`config.mk`:
```
export PLATFORM = sky130hd
export DESIGN_NAME = fd_latch
export DESIGN_NICKNAME = d
export VERILOG_FILES = /design/src/rtl/fd_pkg.sv /design/src/rtl/fd_hold_buf.sv /design/src/rtl/fd_latch.sv
export SDC_FILE = /design/constraint.sdc
export NUM_CORES = 1
export LEC_CHECK = 0
export CORE_UTILIZATION = 32
export DETAILED_ROUTE_END_ITERATION = 10
export GPL_TIMING_DRIVEN = 0
export HOLD_SLACK_MARGIN = 0.12
export PLACE_DENSITY = 0.59
export SYNTH_ARGS = -nofsm -noshare
export SYNTH_HDL_FRONTEND = slang
export SYNTH_SLANG_ARGS = --single-unit
```
`constraint.sdc`:
```
create_clock -name clock -period 1.3 [get_ports clock]
set_input_delay 0.26 -clock clock [delete_from_list [all_inputs] [get_ports clock]]
set_output_delay 0.26 -clock clock [all_outputs]
set_load 0.03 [all_outputs]
```
`src/rtl/fd_pkg.sv`:
```
// Shared definitions for the IF/ID boundary: default widths, the bubble
// encoding and the skid-buffer state encoding.
package fd_pkg;

    localparam int          DATA_W_DEF   = 32;
    localparam logic [31:0] NOP_WORD_DEF = 32'h0000_0000;

    typedef enum logic {
        EMPTY = 1'b0,
        HELD  = 1'b1
    } hold_state_t;

endpackage

```
`src/rtl/fd_hold_buf.sv`:
```
// One-entry skid buffer for the IF/ID boundary. It captures the word that
// is arriving from imem when decode stalls, and keeps it until the stall
// releases. Flush discards any held word.
module fd_hold_buf
    import fd_pkg::*;
#(
    parameter int                DATA_W   = DATA_W_DEF,
    parameter logic [DATA_W-1:0] NOP_WORD = DATA_W'(NOP_WORD_DEF)
) (
    input  logic              clock,
    input  logic              reset,
    input  logic              capture,
    input  logic              release_en,
    input  logic              flush,
    input  logic [DATA_W-1:0] insn_in,
    output logic              held,
    output logic [DATA_W-1:0] hold_insn
);

    hold_state_t state_q;
    hold_state_t state_d;

    // State register; reset empties the buffer.
    always_ff @(posedge clock) begin
        if (reset) begin
            state_q <= EMPTY;
        end else begin
            state_q <= state_d;
        end
    end

    // Next state: flush always empties, otherwise fill on stall, drain on release.
    always_comb begin
        state_d = state_q;
        if (flush) begin
            state_d = EMPTY;
        end else begin
            case (state_q)
                EMPTY:   if (capture)    state_d = HELD;
                HELD:    if (release_en) state_d = EMPTY;
                default: state_d = EMPTY;
            endcase
        end
    end

    // Capture only on entry to HELD; later repeats of the same fetch are ignored.
    always_ff @(posedge clock) begin
        if (reset) begin
            hold_insn <= NOP_WORD;
        end else if (!flush && (state_q == EMPTY) && capture) begin
            hold_insn <= insn_in;
        end
    end

    assign held = (state_q == HELD);

endmodule

```
`src/rtl/fd_latch.sv`:
```
// IF/ID pipeline register. Delays pc_plus_4 by one cycle to line it up with
// the synchronous imem read data, then registers the pair for decode, with
// stall (skid capture), flush (bubble) and a valid bit.
// Optional: define FD_STALL_COUNT_EN to add a saturating stall_count output.
module fd_latch
    import fd_pkg::*;
#(
    parameter int                DATA_W   = DATA_W_DEF,
    parameter logic [DATA_W-1:0] NOP_WORD = DATA_W'(NOP_WORD_DEF)
) (
    input  logic              clock,
    input  logic              reset,
    input  logic [DATA_W-1:0] pc_plus_4_in,
    input  logic [DATA_W-1:0] insn_in,
    input  logic              fetch_valid,
    input  logic              stall,
    input  logic              flush,
    output logic              pc_ena,
    output logic [DATA_W-1:0] fd_insn,
    output logic [DATA_W-1:0] fd_pc_plus_4,
    output logic              fd_valid
`ifdef FD_STALL_COUNT_EN
    ,
    output logic [15:0]       stall_count
`endif
);

    logic [DATA_W-1:0] pc_d;
    logic              valid_d;
    logic              held;
    logic [DATA_W-1:0] hold_insn;

    assign pc_ena = !stall || flush;

    fd_hold_buf #(
        .DATA_W   (DATA_W),
        .NOP_WORD (NOP_WORD)
    ) u_hold_buf (
        .clock      (clock),
        .reset      (reset),
        .capture    (stall),
        .release_en (!stall),
        .flush      (flush),
        .insn_in    (insn_in),
        .held       (held),
        .hold_insn  (hold_insn)
    );

    // Alignment stage: follows the PC register so pc_d matches the word imem returns next.
    always_ff @(posedge clock) begin
        if (reset) begin
            pc_d    <= '0;
            valid_d <= 1'b0;
        end else if (flush) begin
            pc_d    <= pc_plus_4_in;
            valid_d <= 1'b0;
        end else if (pc_ena) begin
            pc_d    <= pc_plus_4_in;
            valid_d <= fetch_valid;
        end
    end

    // Output stage: bubble on flush, hold on stall, otherwise take the skid word first.
    always_ff @(posedge clock) begin
        if (reset) begin
            fd_insn      <= NOP_WORD;
            fd_pc_plus_4 <= '0;
            fd_valid     <= 1'b0;
        end else if (flush) begin
            fd_insn  <= NOP_WORD;
            fd_valid <= 1'b0;
        end else if (!stall) begin
            fd_insn      <= held ? hold_insn : insn_in;
            fd_pc_plus_4 <= pc_d;
            fd_valid     <= valid_d;
        end
    end

`ifdef FD_STALL_COUNT_EN
    // Saturating count of edges where the pipeline was actually frozen.
    always_ff @(posedge clock) begin
        if (reset) begin
            stall_count <= '0;
        end else if (stall && !flush && (stall_count != 16'hFFFF)) begin
            stall_count <= stall_count + 16'd1;
        end
    end
`endif

endmodule

```
* After elaboration in Yosys (flattened, before gate mapping)
Index checks and enable logic that the tools add are counted.
Word-level totals: flip-flop bits (word level) 131, bits of input ports 69, output and inout port bits 66, word-level logic and storage cells 22
Cells by class: muxes and demuxes 4, bitwise operators 3, reduce and logical (&&, ||, !) cells 8
Operator list (count):
- $mux 32 | 3
- $not 1->1 | 3
- $logic_and 1x1->1 | 2
- $logic_not 1->1 | 2
- $reduce_and 2->1 | 1
- $reduce_bool 2->1 | 1
- $reduce_or 2->1 | 1
- $logic_or 1x1->1 | 1
- $mux 1 | 1

* Longest topological paths before layout
depth after elaboration 4, depth in mapped cells 6, mapped depth without buffers 4

* Modules after synthesis
A second synthesis with hierarchy kept.
Second synthesis, totals: cell total of the unflattened synthesis 576, area total of the unflattened synthesis 5241.3 um2
By module, submodules not included:
- fd_latch | times used 1, cells an instance 432, area each 3727.3 um2, sequential area each 1961.9 um2
- fd_hold_buf | times used 1, cells an instance 144, area each 1514.0 um2, sequential area each 660.6 um2

* Worst setup path before layout
No wires, ideal clock.
kind register to register, start point register u_hold_buf.state_q (netlist: u_hold_buf.held), end point register u_hold_buf.hold_insn[10], data arrival time 1148 ps, slack 19 ps, stages on the path, launching flop included 7, period minus slack after synthesis 1281 ps, cells stage by stage dfxtp_1 -> buf_6 -> or3b_1 -> buf_2 -> buf_6 -> nand2_1 -> a21oi_1
On the way: word-level cells in the longest chain between the ends 3
Ends and longest elaborated chain:
- start: declaration | line fd_hold_buf.sv:20 | hold_state_t state_q;
- start signal: assignment | line fd_hold_buf.sv:28 | state_q <= state_d;
- $not 1->1 | line fd_hold_buf.sv:50 | end else if (!flush && (state_q == EMPTY) && capture) begin
- $logic_and 1x1->1 (2 in a row) | line fd_hold_buf.sv:50
- end signal: assignment | line fd_hold_buf.sv:51 | hold_insn <= insn_in;
- end: declaration | line fd_hold_buf.sv:17 | output logic [DATA_W-1:0] hold_insn
No other way between the ends. A chain may end at the register's enable or synchronous reset.

* Worst setup path in the final report
start point register u_hold_buf.state_q (netlist: u_hold_buf.held), end point register u_hold_buf.hold_insn[28]
Same word-level chain as after synthesis.

==> summary.md <==
| Metric | Value |
|---|---|
| Run status | finished, final reports clean |
| Clk_lat worst skew | 0.42 ns |
| Total Routing Usage GR | 17.1% |
| Yosys warns | 0 |
| Seq/Total Area, Yosys | 53.0% |
| CP Launch Type | flop |
| # setup viols final | 0 |
| CTS tree | yes |
| Final min period | 1.29 ns |
| Full die area | 16000 sq um |
| Ant diodes | 0 |
| CP max FO | 6 |
| Max_slew headroom | 59.5% |
| Unrepaired setup endpoints after global routing | yes |
| Root Driver | clkbuf_16 |
| Final Wtd Congestion | 0.798 |
| Post-synthesis area per instance | about 8.2 sq um |
| Area of the multi-input gates | 2160 sq um |
| Gr ovfl total | 0 |
| # DRC | 0 |
| Worst setup margin | 0.00750 ns |
| Post-synthesis mux area share | ~6.9% |
| Pre-CTS WS | -1.18 ns |
| Hold Crit Class | in -> reg |
| Detailed-route via count | 4456 |
| Crit path largest cell delay | 0.36 ns |
| Post-route cell area | between 6000 and 7000 sq um |
| I/O Buffers | around 130 |
| Post-synthesis compound-gate area fraction | 13.0% |
| Via-to-Cell Ratio | ~4.6 |
| Cell Count, Final, Fillers Out | 962 |
| Total CTS buffers | 17 |
| Slowest-stage cell, CP | dfxtp_4 |
| Max Cap Viol | 0 |
| Routed wire length | 13200 um |
| NumNets Final | 830 |
| WL/cell | 13.7 um |
| Clock transition at the registers of the reported paths | 0.05 ns |
| Pin count of the biggest net entering global routing | 17 |
| Initial core utilization | 32.7% |
| Total power | 9.86 mW |
| Leakage power | 2.76 nW |
| Row Count | between 40 and 50 |
| Worst Path Arrival | 1.56 ns |
| Worst IR Drop VDD | 0.000920 V |
| # fillers | 1498 |
| Critical Path RT | 1.57 ns |
| HPWL after detailed placement | 9360 um |
| Iter 0 DRT Violations | 164 |
| Yosys cell types | 16 |
| Max-slew violations | 0 |
| Syn_nets | slightly below 700 |
| Die height | about 130 um |
| Clk_skew | 0.00573 ns |
| Register area | 2630 sq um |
| Max clock buf depth | 2 |
| Vias in the first global route | 4364 |
| Worst slew pin tran | 0.608 ns |
| Largest family of logic cells by synthesized area | simple AND/OR/NAND/NOR gates |
| Die Width | 126 um |
| Cells after synthesis | 606 |
| Yosys reg bits | about 130 |
| Adder-cell area share of the yosys netlist | 0% |
| F_max | between 700 and 800 MHz |
| CTS Hold Bufs | 0 |
| Area growth syn-to-layout | 40.1% |
| CP endpoint kind | flop |
| DR pass1 iterations | 4 |
| Post-Syn Area | between 4000 and 5000 sq um |
| Dpl cell area | between 6000 and 7000 sq um |
| Total core area | 15100 sq um |
| Critical Path, Cell by Cell | or3b_1 > buf_6 > buf_8 > nand2_1 > a21oi_1 |
| Period utilization | 99.4% |
| CP Class | reg -> reg |
| Placed Cells | 927 |
| XOR/XNOR share of the synthesized area | 0% |
| Simple-Gate Fraction of Synth Area | 22.2% |
| Hold Vio Cnt, Final | 0 |
| H-tree lvl count | 4 |
| First-pass GRT wire length | 21300 um |
| I/O pin total | ~140 |
| Routed Antenna Nets | 0 |
| Initial antenna violation count | 0 |
| Clock sinks | 131 |
| Share of layout cells above drive strength 1 | 19.5% |
| Power per cell area | 1420 nW/um^2 |
## where the power goes
group / internal (mW) / switching, mW
clock network: 2.88 / 1.66
registers: 4.19 / 0.0899
logic: 0.471 / 0.570
## cells by family after synthesis
| group | count (synthesis) |
|---|---|
| muxes | 34 |
| buffers and inverters | 48 |
| AOI/OAI and AO/OA | 128 |
| DFF | 131 |
| and+or+nand+nor | 265 |
## timing repair
action / CTS / global route
resized for setup: 357 / 34
pin swaps: 1 / 5
setup buffers: 4 / 0
gates cloned: 2 / 0
endpoints found under the setup margin: 191 / 35
## per-layer routing
layer  wire length [um]  track usage (%)  part of all wire, %  vias to the layer above
met5                  0                0                    0                        -
met4                163             6.17                  1.2                        0
met3                815             5.95                  6.2                       18
met2               6130             28.2                   46                      112
met1               6080             20.6                   46                     2053
li1                   -                -                    -                     2273
## metrics by stage
step | hold WS (ns) | utilization, % | setup TNS [ns]
after floorplan | 0.396 | - | 0
after global placement | 0.439 | 43.0 | -73.16
after detailed placement | 0.440 | 43.0 | -77.34
after CTS | 0.224 | 45.1 | 0
after global routing | 0.257 | 45.8 | -0.395
final | 0.243 | 45.8 | 0
## layout by cell type, fill, tap and decap left out, types with 5 or more instances in the layout
cell type,n
clkbuf_16,17
clkdlybuf4s50_1,65
nand2_1,208
clkbuf_1,27
a21oi_1,88
dfxtp_1,130
nor2b_1,33
buf_4,6
buf_2,81
o21ai_0,32
clkbuf_8,5
nand2_2,14
a21oi_2,8
mux2i_1,34
## final cells by class
type | instances | area share (%)
clock inverter | 3 | 0.614
clock buffer | 29 | 7.51
inverter | 1 | 0.126
tap | 188 | 3.39
timing repair buffer | 139 | 15.4
multi-input combinational | 427 | 31.2
sequential | 131 | 37.9
buffer | 44 | 3.83
## worst max-delay path, delay by kind of cell, from the launching register on
family / cells / cell delay [ns]
AO/OA/AOI/OAI: 1 / 0.06
buffers and inverters: 2 / 0.30
AND/OR/NAND/NOR: 2 / 0.42
flip-flops: 1 / 0.36
## path summary, 6_finish.rpt
check | from | endpoint | cells past startpoint | slack [ns]
worst max-delay path | u_hold_buf.held$_SDFF_PP0_ | u_hold_buf.hold_insn[28]$_SDFFE_PP0P_ | 5 | 0.007
worst min-delay path | flush | u_hold_buf.hold_insn[0]$_SDFFE_PP0P_ | 4 | 0.24
worst max register to register | u_hold_buf.held$_SDFF_PP0_ | u_hold_buf.hold_insn[28]$_SDFFE_PP0P_ | 5 | 0.007
worst min register to register | pc_d[17]$_SDFFE_PP0P_ | pc_d[17]$_SDFFE_PP0P_ | 2 | 0.45
## synth_stat cells
master / n / area [sq um]
nor3b_2: 1 / 12.5
buf_2: 20 / 100
dfxtp_1: 131 / 2620
mux2i_1: 34 / 340
nor2b_1: 33 / 206
o21ai_0: 32 / 160
buf_6: 4 / 45.0
nand2_1: 224 / 841
or3b_1: 1 / 8.76
buf_4: 3 / 22.5
a21oi_1: 96 / 480
inv_2: 1 / 3.75
or2_2: 1 / 6.26
or2_1: 1 / 6.26
clkbuf_1: 20 / 75.1
nor2_1: 4 / 15.0
## sequential cells by signal (all words and copies together) (netlist names)
| signal | count |
|---|---|
| fd_insn | 32 |
| fd_pc_plus_4 | 32 |
| fd_valid | 1 |
| pc_d | 32 |
| u_hold_buf.held | 1 |
| u_hold_buf.hold_insn | 32 |
| valid_d | 1 |
Power figures use the tool's default switching activity.
==> edit 1: new RTL, same settings <==
The option `FD_STALL_COUNT_EN` is turned on by a define.
--- a/src/rtl/fd_latch.sv
+++ b/src/rtl/fd_latch.sv
@@ -2,6 +2,8 @@
 // the synchronous imem read data, then registers the pair for decode, with
 // stall (skid capture), flush (bubble) and a valid bit.
 // Optional: define FD_STALL_COUNT_EN to add a saturating stall_count output.
+`define FD_STALL_COUNT_EN
+
 module fd_latch
     import fd_pkg::*;
 #(
Check against the original RTL (old outputs only; new: stall_count): equivalent (equiv_simple and equiv_induct, registers matched by name and starting in step).
==> edit 1 against the unedited design <==
Critical path type unchanged. Design area increased by 16%. The flow now finishes with violations (setup timing). Routed wire length grew 19%. Clock skew is 0.0014 ns higher. Worst setup slack lost 0.30 ns. Synthesized area up 15%. Total power up 9.9%. Sequential cell count grew 16.
==> edit 1: results (changes against the unedited design) <==
Outcome -> finished with violations
Violations in the final reports -> setup timing
Post-synth EDFFs -> 0 (unchanged)
Post-route insts no fill -> 1,119 (+16%)
Min-delay src -> stall
Placed insts -> 1,075 (+16%)
Critical Path Fanout Max -> 6 (unchanged)
Mean Syn Cell Area -> 8.09 sq um (-0.83%)
Gpl congestion -> 0.753 (-5.7%)
Hold Slack -> 0.240 ns (-0.00259 ns)
CP top delay family -> simple AND/OR/NAND/NOR gates
Reg2reg path depth -> 6 (+1)
Num CTS Buffers -> 17 (unchanged)
DR WL/cell -> 14.0 um (+2.5%)
Final worst setup slack -> -0.296 ns (-0.304 ns)
Worst slew pin tran -> 0.570 ns (-0.0377 ns)
Global Route Usage Sum -> 17.5% (+0.39 points)
Syn nets -> 772 (+14%)
Worst hold endpoint -> fd_pc_plus_4[0]$_SDFFE_PP0P_
Synth area leaders -> dfxtp_1, nand2_1, a21oi_1
Predominant post-synthesis flop cell -> dfxtp_1
LEAKAGE -> 3.25 nW (+18%)
# port buffers -> 148 (+11%)
DP Worst Slack -> -1.24 ns (-0.0557 ns)
Largest stage delay on the critical path -> 0.42 ns (+0.06 ns)
Largest net degree at the start of global routing -> 17 (unchanged)
Sequential area share after synthesis -> 51.8% (-1.2 points)
DRT iter0 DRCs -> 212 (+29%)
Netlist cell types -> 38 (+22)
Crit path DAT -> 1.95 ns (+0.39 ns)
Setup crit start -> stall_count[0]$_SDFFE_PP0P_
Root buf cell -> clkbuf_16
Layout Nets -> 951 (+15%)
Synth warn -> 0 (unchanged)
Htree depth -> 4 (unchanged)
Min-delay worst type -> input port to flop
Fillers -> 1,767 (+18%)
Number of global-route vias before repair -> 4,836 (+11%)
Initial antenna violation count -> 0 (unchanged)
Share of cells above drive strength 1 -> 22.9% (+3.4 points)
Slowest-stage cell, CP -> or4_4
Max IR drop VDD -> 908 uV (-1.4%)
CP Capture Type -> flop
Final setup viols -> 16 (+16)
Drt first pass iters -> 4 (unchanged)
Post-DP HPWL -> 10,900 um (+17%)
Clk_skew -> 0.00710 ns (+0.00137 ns)
Global-route wire length before repair -> 24,800 um (+16%)
Synth top cells by count -> nand2_1, dfxtp_1, a21oi_1
Ys async rst share -> 0% (unchanged)
Worst Hold Depth -> 4 (unchanged)
Number of diodes -> 0 (unchanged)
DR vias -> 5,223 (+17%)
R2r endpoint -> stall_count[9]$_SDFFE_PP0P_
==> edit 1: metrics by stage <==
step                      cell area (sq um)  TNS, ns
after global placement                 7550   -94.98
after floorplan                        5790    -2.04
final                                  8070    -2.77
after detailed placement               7550   -97.35
after CTS                              7820    -3.25
after global routing                   8070    -3.73
==> edit 1: cell families (layout without fill, tap and decap cells) <==
kind of cell	Yosys count	in the layout	share of synthesized area (%)
and+or+nand+nor	309	309	22.8
adders and majority gates	1	1	0.220
AOI/OAI and AO/OA	152	152	14.1
muxes	39	39	6.96
DFF	147	147	51.8
buffers and inverters	54	246	4.21
==> edit 1: power by group <==
part           leakage [nW]  total [W]  internal (W)  switching (W)
logic                  1.75    0.00107      0.000459       0.000615
clock network         0.286    0.00501       0.00307        0.00194
registers              1.21    0.00475       0.00466      0.0000902
total                  3.25     0.0108       0.00819        0.00264
==> edit 1: layout make-up <==
type | count | share of cell area, %
Tap cell | 225 | 3.49
Sequential cell | 147 | 37.1
Buffer | 50 | 3.77
Inverter | 2 | 0.248
Timing Repair Buffer | 162 | 15.0
Clock inverter | 12 | 1.95
Clock buffer | 20 | 5.53
Multi-Input combinational cell | 501 | 32.9
==> edit 1: what timing repair did <==
item / 4_1_cts / 5_1_grt
hold endpoints to repair: 0 / 0
resized for setup: 432 / 59
setup endpoints to repair: 222 / 92
buffers inserted: 3 / 11
pin swaps: 3 / 6
==> edit 1: routing by layer <==
layer / global-route usage, % / up-vias / part of all wire, %
li1: - / 2700 / -
met1: 22.7 / 2372 / 47
met2: 27.8 / 135 / 46
met3: 5.72 / 16 / 5.9
met4: 4.56 / 0 / 1.2
met5: 0 / - / 0
==> edit 2: new RTL, same settings <==
Made on the original files. Change the package constant `DATA_W_DEF` from 32 to 16.
--- a/src/rtl/fd_pkg.sv
+++ b/src/rtl/fd_pkg.sv
@@ -2,7 +2,7 @@
 // encoding and the skid-buffer state encoding.
 package fd_pkg;
 
-    localparam int          DATA_W_DEF   = 32;
+    localparam int          DATA_W_DEF   = 16;
     localparam logic [31:0] NOP_WORD_DEF = 32'h0000_0000;
 
     typedef enum logic {
Ports: changed (resized fd_insn, fd_pc_plus_4, insn_in and pc_plus_4_in); port bits go from 135 to 71. The function was not compared with the original's and may differ.
==> edit 2 against the unedited design <==
Sequential power shrank 49%. Design area down 45%. Worst setup slack improved by 0.031 ns. Synthesized area is 48% lower. Largest cell class unchanged. Routed wire length decreased by 52%. Total power decreased by 53%. Sequential cell count down 64.
==> edit 2: results (changes against the unedited design) <==
Slowest-stage cell, CP -> dfxtp_1
Synth area leaders -> dfxtp_1, nand2_1, a21oi_1
Global-route wire length before repair -> 10,200 um (-52%)
Num CTS Buffers -> 9 (-8)
Number of global-route vias before repair -> 2,152 (-51%)
Critical Path Fanout Max -> 2 (-4)
Syn nets -> 346 (-49%)
Post-DP HPWL -> 4340 um (-54%)
Post-route core utilization -> 49.2% (+3.4 points)
Layout Nets -> 436 (-47%)
Internal -> 0.00351 W (-54%)
Max IR drop VDD -> 502 uV (-45%)
Area of placed instances -> 3390 sq um (-48%)
Clk_lat worst skew -> 0.33 ns (-0.09 ns)
# port buffers -> 70 (-47%)
Synth top cells by count -> nand2_1, dfxtp_1, a21oi_1
CP top delay family -> flip-flops
Netlist cell types -> 18 (+2)
Global Route Usage Sum -> 15.7% (-1.4 points)
Via density -> 4.52 (-2.5%)
Slew margin rel. -> 64.9% (+5.5 points)
Synth Area in Compound Gates -> 12.5% (-0.47 points)
Sequential area share after synthesis -> 52.3% (-0.76 points)
Share of cells above drive strength 1 -> 22.3% (+2.8 points)
Reg2reg path depth -> 4 (-1)
Largest net degree at the start of global routing -> 19 (+2)
Clock-pin slew on the worst setup and hold paths -> 0.07 ns (+0.02 ns)
Root buf cell -> clkbuf_8
LEAKAGE -> 1.43 nW (-48%)
Clk_skew -> 0.00776 ns (+0.00204 ns)
Outcome -> complete, no violations
Htree depth -> 3 (-1)
DR WL/cell -> 12.6 um (-8.2%)
DRT iter0 DRCs -> 81 (-51%)
Crit path DAT -> 1.00 ns (-0.56 ns)
[edit 2: what timing repair did]
action	in CTS	in global routing
cloned	1	0
buffers inserted	6	6
gates resized for setup	132	11
pin swaps	9	2
endpoints found under the setup margin	94	32
[edit 2: tightest hold or removal path: stages]
cell and delay (ns):
buf_2 0.17, nor3b_4 0.08, nand2_1 0.06, a21oi_1 0.06
[edit 2: worst paths after layout]
kind / to / slack [ns]
max: fd_insn[14] / 0.04
min: u_hold_buf.hold_insn[4]$_SDFFE_PP0P_ / 0.34
max reg2reg: u_hold_buf.hold_insn[10]$_SDFFE_PP0P_ / 0.05
min reg2reg: pc_d[0]$_SDFFE_PP0P_ / 0.45
[edit 2: kinds of logic after synthesis]
group                  Yosys count
flip-flops                      67
AO/OA/AOI/OAI                   64
buffers and inverters           23
multiplexers                    18
AND/OR/NAND/NOR                137
[edit 2: layout make-up]
cell class                      instances  area share [%]
Timing Repair Buffer                   83            22.7
Multi-Input combinational cell        219            29.5
Tap cell                              102            3.36
Inverter                                1           0.428
Buffer                                 18            3.16
Clock buffer                           11            3.46
Clock inverter                          5            2.04
Sequential cell                        67            35.3
[edit 2: per-layer routing]
layer	up-vias	track usage, %	routed length (um)
met4	0	6.88	90
li1	1181	-	-
met1	1037	20.5	3070
met5	-	0	0
met2	59	24.7	2880
met3	9	3.60	334
[edit 2: stage by stage]
stage          TNS (ns)  hold WS (ns)  std cells  setup WS (ns)
6_report              0         0.344        506         0.0382
4_1_cts         -0.0404         0.413        502        -0.0166
3_5_place_dp     -35.90         0.445        481          -1.19
3_3_place_gp     -34.72         0.440        481          -1.19
2_1_floorplan         0         0.396        309        0.00260
5_1_grt        -0.00484         0.351        506       -0.00484
[edit 2: power by group through the flow]
stage                     logic [W]  clock network [W]  registers, W
final                      0.000588            0.00185       0.00218
after global routing       0.000639            0.00199       0.00219
after CTS                  0.000578            0.00188       0.00218
after detailed placement   0.000545                  0       0.00223
after global placement     0.000540                  0       0.00222
after floorplan            0.000240                  0       0.00228
